**src/rtl/seq_detect_param.sv**
```systemverilog
// seq_detect_param: serial pattern detector with a runtime-loadable pattern,
// overlapping / non-overlapping detection, a saturating match counter and
// a 7-segment readout of the count's low hex digit (dp flashes on a match).
module seq_detect_param #(
    parameter int SEQ_LEN = 4,
    parameter int CNT_W   = 4
) (
    input  logic               clk,
    input  logic               rst_n,
    input  logic               ena,
    input  logic               bit_in,
    input  logic               bit_valid,
    input  logic [SEQ_LEN-1:0] pat_in,
    input  logic               pat_load,
    input  logic               overlap_en,
    input  logic               clr_cnt,
    output logic               match,
    output logic [CNT_W-1:0]   match_count,
    output logic [7:0]         seg
);

    localparam int FW = $clog2(SEQ_LEN + 1);
    localparam logic [FW-1:0] FULL = FW'(SEQ_LEN);
    localparam logic [FW-1:0] NEED = FW'(SEQ_LEN - 1);
    localparam logic [CNT_W-1:0] CNT_MAX = '1;

    // Detection FSM states; the state is a pure function of fill.
    localparam logic [0:0] FILLING = 1'b0;
    localparam logic [0:0] ARMED   = 1'b1;

    logic [SEQ_LEN-1:0] pattern;
    logic [SEQ_LEN-1:0] history;
    logic [SEQ_LEN-1:0] nxt_hist;
    logic [FW-1:0]      fill;
    logic [0:0]         state;
    logic               accept;
    logic               hit;
    logic [6:0]         glyph;

    assign state    = (fill == FULL) ? ARMED : FILLING;
    // A load on the same edge wins, so the presented bit is dropped.
    assign accept   = ena & bit_valid & ~pat_load;
    assign nxt_hist = {history[SEQ_LEN-2:0], bit_in};
    // Hit needs SEQ_LEN held bits counting the incoming one.
    assign hit      = accept && (nxt_hist == pattern) &&
                      ((state == ARMED) || (fill == NEED));

    // Pattern capture, history shifting and fill tracking.
    always_ff @(posedge clk or negedge rst_n) begin
        if (!rst_n) begin
            pattern <= '0;
            history <= '0;
            fill    <= '0;
        end else if (ena) begin
            if (pat_load) begin
                pattern <= pat_in;
                history <= '0;
                fill    <= '0;
            end else if (bit_valid) begin
                history <= nxt_hist;
                // Non-overlapping: history still shifts but must be refilled.
                if (hit && !overlap_en)
                    fill <= '0;
                else if (fill != FULL)
                    fill <= fill + FW'(1);
            end
        end
    end

    // Registered one-cycle match pulse; held while ena is low.
    always_ff @(posedge clk or negedge rst_n) begin
        if (!rst_n)
            match <= 1'b0;
        else if (ena)
            match <= hit;
    end

    // Saturating match counter; clear beats a same-edge hit.
    always_ff @(posedge clk or negedge rst_n) begin
        if (!rst_n)
            match_count <= '0;
        else if (ena) begin
            if (clr_cnt)
                match_count <= '0;
            else if (hit && (match_count != CNT_MAX))
                match_count <= match_count + CNT_W'(1);
        end
    end

    // Hex glyph of the count's low nibble, dp shows the match pulse.
    always_comb begin
        glyph = 7'h3F;
        case (match_count[3:0])
            4'h0: glyph = 7'h3F;
            4'h1: glyph = 7'h06;
            4'h2: glyph = 7'h5B;
            4'h3: glyph = 7'h4F;
            4'h4: glyph = 7'h66;
            4'h5: glyph = 7'h6D;
            4'h6: glyph = 7'h7D;
            4'h7: glyph = 7'h07;
            4'h8: glyph = 7'h7F;
            4'h9: glyph = 7'h6F;
            4'hA: glyph = 7'h77;
            4'hB: glyph = 7'h7C;
            4'hC: glyph = 7'h39;
            4'hD: glyph = 7'h5E;
            4'hE: glyph = 7'h79;
            4'hF: glyph = 7'h71;
            default: glyph = 7'h3F;
        endcase
        seg = {match, glyph};
    end

endmodule

```
**config.mk**
```make
export PLATFORM = sky130hd
export DESIGN_NAME = seq_detect_param
export DESIGN_NICKNAME = d
export VERILOG_FILES = /design/src/rtl/seq_detect_param.sv
export SDC_FILE = /design/constraint.sdc
export NUM_CORES = 1
export LEC_CHECK = 0
export BUFFER_PORTS_ARGS = -buffer_cell sky130_fd_sc_hd__buf_2
export CORE_MARGIN = 2
export CORE_UTILIZATION = 30
export CTS_BUF_LIST = sky130_fd_sc_hd__clkbuf_2
export DETAILED_ROUTE_END_ITERATION = 7
export SLEW_MARGIN = 0
export SYNTH_ARGS = -nofsm -noshare
export SYNTH_HDL_FRONTEND = slang
export SYNTH_SLANG_ARGS = --single-unit
export TNS_END_PERCENT = 50
```
**constraint.sdc**
```tcl
create_clock -name clk -period 2.45 [get_ports clk]
set_input_delay 0.49 -clock clk [delete_from_list [all_inputs] [get_ports clk]]
set_output_delay 0.49 -clock clk [all_outputs]
set_load 0.05 [all_outputs]
```
; ---- Word-level counts from Yosys, hierarchy flattened
; Memory sizes are Yosys's and may differ from the RTL's.
; Index checks and enable logic that the tools add are counted.
; W data, S select, Z words.
[word_totals]
input_bits = 12
latch_bits = 0
reg_bits = 15
wordCells = 38
out_inout_bits = 13
memories = 1
mem_bits_ro = 112
ram_bits = 0
[op_classes]
mux = 9
n_bitwise = 3
add_sub_neg = 2
shifts = 0
multipliers = 0
eq_ne = 5
reduce_logical = 13
n_div = 0
magnitude_cmp = 0
[memory_table]
columns = name, words, width, read_ports, rd_ports_with_merged_regs, wr, line_no
row1 = (no name shown), 16, 7, 1, 0, 0, 93  ; case (match_count[3:0])
[op_table]
columns = op, n
row1 = $mux W3, 6
row2 = $mux W4, 2
row3 = $reduce_and A2 Y1, 3
row4 = $add A4 B1 Y4 const B, 1
row5 = $eq A4 B4 Y1, 1
row6 = $logic_and A1 B1 Y1, 4
row7 = $ne A4 B4 Y1 const B, 1
row8 = $reduce_bool A2 Y1, 2
row9 = $add A3 B1 Y3 const B, 1
row10 = $eq A3 B2 Y1 const B, 1
row11 = $eq A3 B3 Y1 const B, 1
row12 = $ne A3 B3 Y1 const B, 1
row13 = $reduce_and A3 Y1, 1
row14 = $reduce_bool A3 Y1, 1
row15 = $and A1 B1 Y1, 2
row16 = $logic_not A1 Y1, 1
row17 = $logic_or A1 B1 Y1, 1
row18 = $mux W1, 1
row19 = $not A1 Y1, 1

; ---- Logic depth before layout (Yosys ltp)
; Gate-level depths: netlist of run 1.
[logic_depth]
ltp_word = 8
depth_mapped = 7
ltp_nobuf = 7

; ---- Least setup slack after synthesis of run 1
; No wires, ideal clock.
[synth_timing]
path_kind = reg2out
startpoint = register match_count[0]
endpoint = output port seg[3]
n_path_buf = 0
path_slack_ps = -571
arrival_ps = 2531
t_required_ps = 1960
stages_incl_launch_ff = 6
path_cell_list = dfrtp_1 > inv_1 > ha_1 > nand2_1 > a21boi_0 > o21ai_0
[synth_via]
elab_chain_len = 1
[synth_rtl]
columns = item, line_no
row1 = start: declaration, 18  ; output logic [CNT_W-1:0] match_count,
row2 = start signal: assignment, 86  ; match_count <= match_count + CNT_W'(1);
row3 = $mem_v2 Z16 W7, n/a
row4 = end: declaration, 19  ; output logic [7:0] seg
; No other way between the ends.

; ---- Worst setup path in the final report of run 1
; Same ends and word-level chain as after synthesis.

==> impl_results.md, run 1 <==
* Leak pwr at roughly 0.54 nW
* Die height at between 60 and 70 um
* Fin crit share at ~94%
* Relative slew slack at 68.2%
* Pwr per Cell Area at approximately 450 nW/um^2
* H-tree levels at 1
* Root Buffer: clkbuf_2
* Core outline area at about 3400 um^2
* Largest net degree at the start of global routing at 19
* Synth warn at 0
* Startpoint types: flop
* FMAX at roughly 0.43 GHz
* Starting density of the core at a little under a third
* Layout Nets at approximately 160
* Die X at between 60 and 70 um
* Maximum clock path buffer count at 2
* Pwr Total at between 0.5 and 0.6 mW
* Post-synthesis compound-gate area fraction at between 10% and 20%
* Worst Setup End Kind: output pin
* Total GRT Usage at between 10% and 20%
* Finished Cell Area at 1250 um^2
* Mapped Nets at 140
* Most common cell after layout, fill and taps aside: buf_2
* Clk slew on worst S/H paths at 0.15 ns
* #FFs+latches synth at 15
* Row cnt at 21
* Setup CP Type: reg2out
* Mux contribution to synthesized area at 6.03%
* Iter 0 DRT Violations at 55
* PortBufs at 24
* First-pass GRT wire length at about 3500 um
* Vias/cell at slightly below 5
* Adder-Cell Fraction of Synth Area at between 10% and 20%
* Postcts setup bufs at 0
* Most frequent cells in the layout: 23 x buf_2, 13 x dfrtp_1, 12 x nand2_1
* Post-DP Area at around 1200 um^2
* Post-synthesis xor/xnor area fraction at about 4.1%
* Inserted Diodes at 0
* HPWL after detailed placement at between 1500 and 2000 um
* First-pass DRT Iterations at 4
* Synth cell types at 33
* Post-synth EDFFs at 0
* Core Util, Final at ~37%
* Minimum clock period at between 2 and 2.5 ns
* CTS tree: done
* Share of cells above drive strength 1 at between 20% and 30%
* Initial antenna violation count at 0
* Max IR drop VDD at approximately 0.34 mV
* TNS Setup at 0 ns
* CP arrival at around 1.8 ns
* Combinational family with the most area after synthesis: compound AO/OA/AOI/OAI gates
* Area grow syn2layout at 15.5%
* CP Max Fanout at 9
* Critical Path RT at between 1.5 and 2 ns
* Remaining DRCs at 0
* Via count at 902
* Seq/Total Area, Yosys at 34.8%
* I/O pin total at 25
* Gpl congestion at between 0.7 and 0.8
* Top_reg_cell synth: dfrtp_1
* Synthesized area at roughly 1100 um^2
* Status: finished clean
* Ys async rst share at 100%
* WL final at between 2000 and 2500 um
* Remaining Overflow, GRT at 0
* RSZ-0062 raised after global routing: no
* Routed length per placed instance at around 12 um
* Least-Margin Pin Slew at ~0.48 ns
* Clock Latency Late Sink at approximately 0.29 ns
* Number of fill cells at between 300 and 400
* CTS buffer count at 3
* Total of max-cap violations at 0
* Vias in the first global route at roughly 800
* Final setup fails at 0
* Syn Area/Cell at approximately 9.1 um^2
* Post-route ant nets at 0
* Max Slew Vio Count at 0
* Cells after synthesis at 118
* Clk sinks at 15
* Hold Crit Class: in2async
* Die area at a little over 4000 um^2
* Post-Synth Simple-Gate Area at about 17%
* Final hold vios at 0
* Clk_skew at approximately 0.0041 ns
through the flow:
step / hold slack (ns) / setup slack, ns / cells
2_1_floorplan: 0.194 / -0.227 / 118
3_3_place_gp: 0.410 / 0.401 / 182
3_5_place_dp: 0.418 / 0.338 / 182
4_1_cts: 0.0858 / 0.0204 / 186
5_1_grt: 0.0731 / 0.0131 / 186
6_report: 0.0753 / 0.148 / 186
flip-flops by register name, summed over array words and instances, names as in the netlist:
signal       count
pattern          4
match            1
history          3
fill             3
match_count      4
synth_stat cells (all sizes together) (3+ instances only):
cell / n / share of area (%)
xor2: 4 / 3.2
o21ai: 14 / 6.5
a21oi: 5 / 2.3
ha: 10 / 12
nand2: 12 / 4.2
o2bb2ai: 3 / 2.4
nor2: 4 / 1.4
nand3: 8 / 4.9
buf: 3 / 2.4
inv: 11 / 3.8
nand3b: 3 / 2.1
mux2: 4 / 4.2
clkbuf: 3 / 1.2
dfrtp: 15 / 35
layout make-up:
type	count	area, um^2	share of cell area [%]
Clock buffer	4	20.0	1.61
Sequential cell	15	378	30.3
Tap cell	46	57.6	4.62
Inverter	11	41.3	3.31
Multi-Input combinational cell	86	627	50.3
Timing Repair Buffer	24	123	9.84
what timing repair did:
action | CTS | global route
hold buffers | 0 | 0
resized for setup | 1 | 2
setup endpoints to repair | 1 | 1
endpoints found under the hold margin | 0 | 0
logic make-up after synthesis:
| logic type | after synthesis |
|---|---|
| adders and majority gates | 10 |
| muxes | 6 |
| AOI/OAI and AO/OA | 33 |
| DFF | 15 |
| xor gates and xnor gates | 5 |
| and+or+nand+nor | 32 |
| buffers and inverters | 17 |
path summary, 6_finish.rpt:
path	startpoint	to	cells past startpoint	slack [ns]
worst min register to register	pattern[0]	pattern[0]	1	0.56
min in group clk	clr_cnt	match_count[2]	2	0.39
worst max register to register	history[0]	fill[0]	5	0.65
worst min-delay path	rst_n	pattern[1]	1	0.08
max in group asynchronous	rst_n	match_count[1]	1	2.09
worst max-delay path	match_count[0]	seg[3]	6	0.15
critical path, stage by stage (launching register included):
cell and delay (ns):
dfrtp_2 0.48, inv_1 0.12, ha_1 0.32, nand2_1 0.07, a21boi_0 0.14, o21ai_1 0.14, clkbuf_4 0.25
where the power goes:
part	leakage, nW	internal (mW)	switching (mW)
Combinational	0.329	0.0581	0.0735
Clock	0.0166	0.0433	0.0830
Sequential	0.194	0.276	0.0257
routing by layer:
layer	track usage, %	up-vias	routed length, um
met5	0	-	0
met1	13.5	409	964
met4	4.89	0	23
met3	1.58	4	136
li1	-	458	-
met2	18.1	31	1050
Note: power is estimated with default switching activity, not from simulation.
==> inputs of run 2 (changes only) <==
CORE_UTILIZATION = 25   (was 30)
==> impl_results.md, run 2 (synthesis gave the netlist of run 1 again) <==
* Status: finished clean (unchanged)
* HPWL after detailed placement at 1670 um (was 1680 um)
* Critical Path Stages at 6 (unchanged)
* Hold_buf cts at 0 (unchanged)
* First-pass DRT Iterations at 4 (unchanged)
* Hold Crit Class: in2async (unchanged)
* Register-to-Register Path Depth at 7 (was 5)
* Die area at 4860 um^2 (was 4090 um^2)
* Remaining Overflow, GRT at 0 (unchanged)
* Largest regs: match_count: 4 flops, pattern: 4 flops (unchanged)
* Die height at 69.7 um (was 64.0 um)
* Vias/cell at 4.65 (was 4.85)
* Most common cell after layout, fill and taps aside: buf_2 (unchanged)
* Clk slew on worst S/H paths at 0.14 ns (was 0.15 ns)
* H-tree levels at 1 (unchanged)
* Root Buffer: clkbuf_2 (unchanged)
* Share of cells above drive strength 1 at 27.1% (unchanged)
* FMAX at 0.447 GHz (was 0.434 GHz)
* Postcts setup bufs at 0 (unchanged)
* Routed length per placed instance at 11.2 um (was 11.7 um)
* Remaining DRCs at 0 (unchanged)
* CP startpoint: match_count[1] (was match_count[0])
* Max Slew Vio Count at 0 (unchanged)
* Crit path buffers/inverters at 2 (unchanged)
* CP Max Fanout at 9 (unchanged)
* Total of max-cap violations at 0 (unchanged)
* Crit-path cells: inv_1 > ha_1 > nand2_1 > a21boi_0 > o21ai_1 > clkbuf_4 (unchanged)
* PortBufs at 24 (unchanged)
* Least-Margin Pin Slew at 0.487 ns (was 0.477 ns)
* Die X at 69.7 um (was 64.0 um)
* Clk sinks at 15 (unchanged)
* Vias in the first global route at 861 (was 804)
* Post-route ant nets at 0 (unchanged)
* Core Util, Final at 30.6% (was 36.8%)
* CTS buffer count at 3 (unchanged)
* Total GRT Usage at 9.55% (was 10.7%)
* Worst path slowest cell: dfrtp_2 (unchanged)
* Reg2reg start: fill[0] (was history[0])
* Setup CP Type: reg2out (unchanged)
* Pwr per Cell Area at 440 nW/um^2 (was 449 nW/um^2)
* Fin crit share at 91.4% (was 94.0%)
* Final setup fails at 0 (unchanged)
* First-pass GRT wire length at 3850 um (was 3530 um)
* Area grow syn2layout at 16.0% (was 15.5%)
* Core outline area at 4090 um^2 (was 3390 um^2)
* Final hold vios at 0 (unchanged)
* CTS tree: done (unchanged)
* I/O pin total at 25 (unchanged)
* Max incr delay on CP at 0.48 ns (about the same)
* RSZ-0062 raised after global routing: no (unchanged)
* WL final at 2130 um (was 2170 um)
* Max IR drop VDD at 0.285 mV (was 0.337 mV)
* CP arrival at 1.75 ns (was 1.81 ns)
* Gpl congestion at 0.784 (was 0.749)
* Maximum clock path buffer count at 2 (unchanged)
* PnR worst setup slack at 0.212 ns (was 0.148 ns)
* Inserted Diodes at 0 (unchanged)
* Pre-CTS setup slack at 0.390 ns (was 0.338 ns)
* Starting density of the core at 26.4% (was 31.8%)
* Delay-heaviest family, CP: flip-flops (unchanged)
* Via count at 884 (was 902)
* Minimum clock period at 2.24 ns (was 2.30 ns)
* Pwr Total at 0.551 mW (was 0.559 mW)
* Largest net degree at the start of global routing at 19 (unchanged)
* Critical Path RT at 1.96 ns (about the same)
* Layout Nets at 163 (unchanged)
* Switch share at 31.4% (was 32.5%)
* Clock Latency Late Sink at 0.27 ns (was 0.29 ns)
* Startpoint types: flop (unchanged)
* Post_cts resized at 0 (was 1)
* Relative slew slack at 67.5% (was 68.2%)
* Register share of total power at 54.4% (was 53.9%)
* Switching power at 0.173 mW (was 0.182 mW)
* R2R Setup Slk at 0.66 ns (was 0.65 ns)
* Iter 0 DRT Violations at 21 (was 55)
* Pint at 0.378 mW (was 0.377 mW)
* Clock share of power at 21.3% (was 22.6%)
* Logic pwr share at 24.3% (was 23.5%)
* Row cnt at 23 (was 21)
* Worst Setup End Kind: output pin (unchanged)
* Clk_skew at 0.00240 ns (was 0.00412 ns)
* Most frequent cells in the layout: 23 x buf_2, 13 x dfrtp_1, 12 x nand2_1 (unchanged)
* Initial antenna violation count at 0 (unchanged)
* Leak pwr at 0.539 nW (unchanged)
[run 2: through the flow]
step | std cells | hold WS, ns | setup TNS, ns | area, um^2
2_1_floorplan | 118 | 0.194 | -0.470 | 1080
3_3_place_gp | 186 | 0.415 | 0 | 1230
3_5_place_dp | 186 | 0.418 | 0 | 1230
4_1_cts | 190 | 0.0829 | 0 | 1250
5_1_grt | 190 | 0.0738 | 0 | 1250
6_report | 190 | 0.0940 | 0 | 1250
[run 2: path summary, 6_finish.rpt]
| check | end |
|---|---|
| setup / recovery | seg[3] |
| hold / removal | fill[1] |
| setup reg to reg | match_count[3] |
| hold reg to reg | pattern[3] |
| max in group asynchronous | match_count[0] |
| min in group clk | pattern[3] |
[run 2: power groups by stage]
stage	Combinational [mW]	Sequential [mW]	Clock [mW]
finish	0.134	0.300	0.117
floorplan	0.102	0.301	0
detailed placement	0.136	0.305	0
global placement	0.132	0.305	0
global route	0.154	0.305	0.137
CTS	0.137	0.300	0.127
[run 2: layout make-up]
type	count	area [um^2]
fillers	457	2840
repair buffers	24	123
multi-input cells	86	627
flip-flops and latches	15	378
clock buffers	4	20.0
inverters	11	41.3
well taps	50	62.6
[run 2: layer usage]
metal / global-route usage [%] / share of wire [%] / wire [um] / vias up
met5: 0 / 0 / 0 / -
met3: 2.03 / 7.1 / 151 / 2
met1: 12.8 / 48 / 1030 / 405
met4: 3.21 / 0.47 / 10 / 0
met2: 15.3 / 44 / 940 / 26
li1: - / - / - / 451
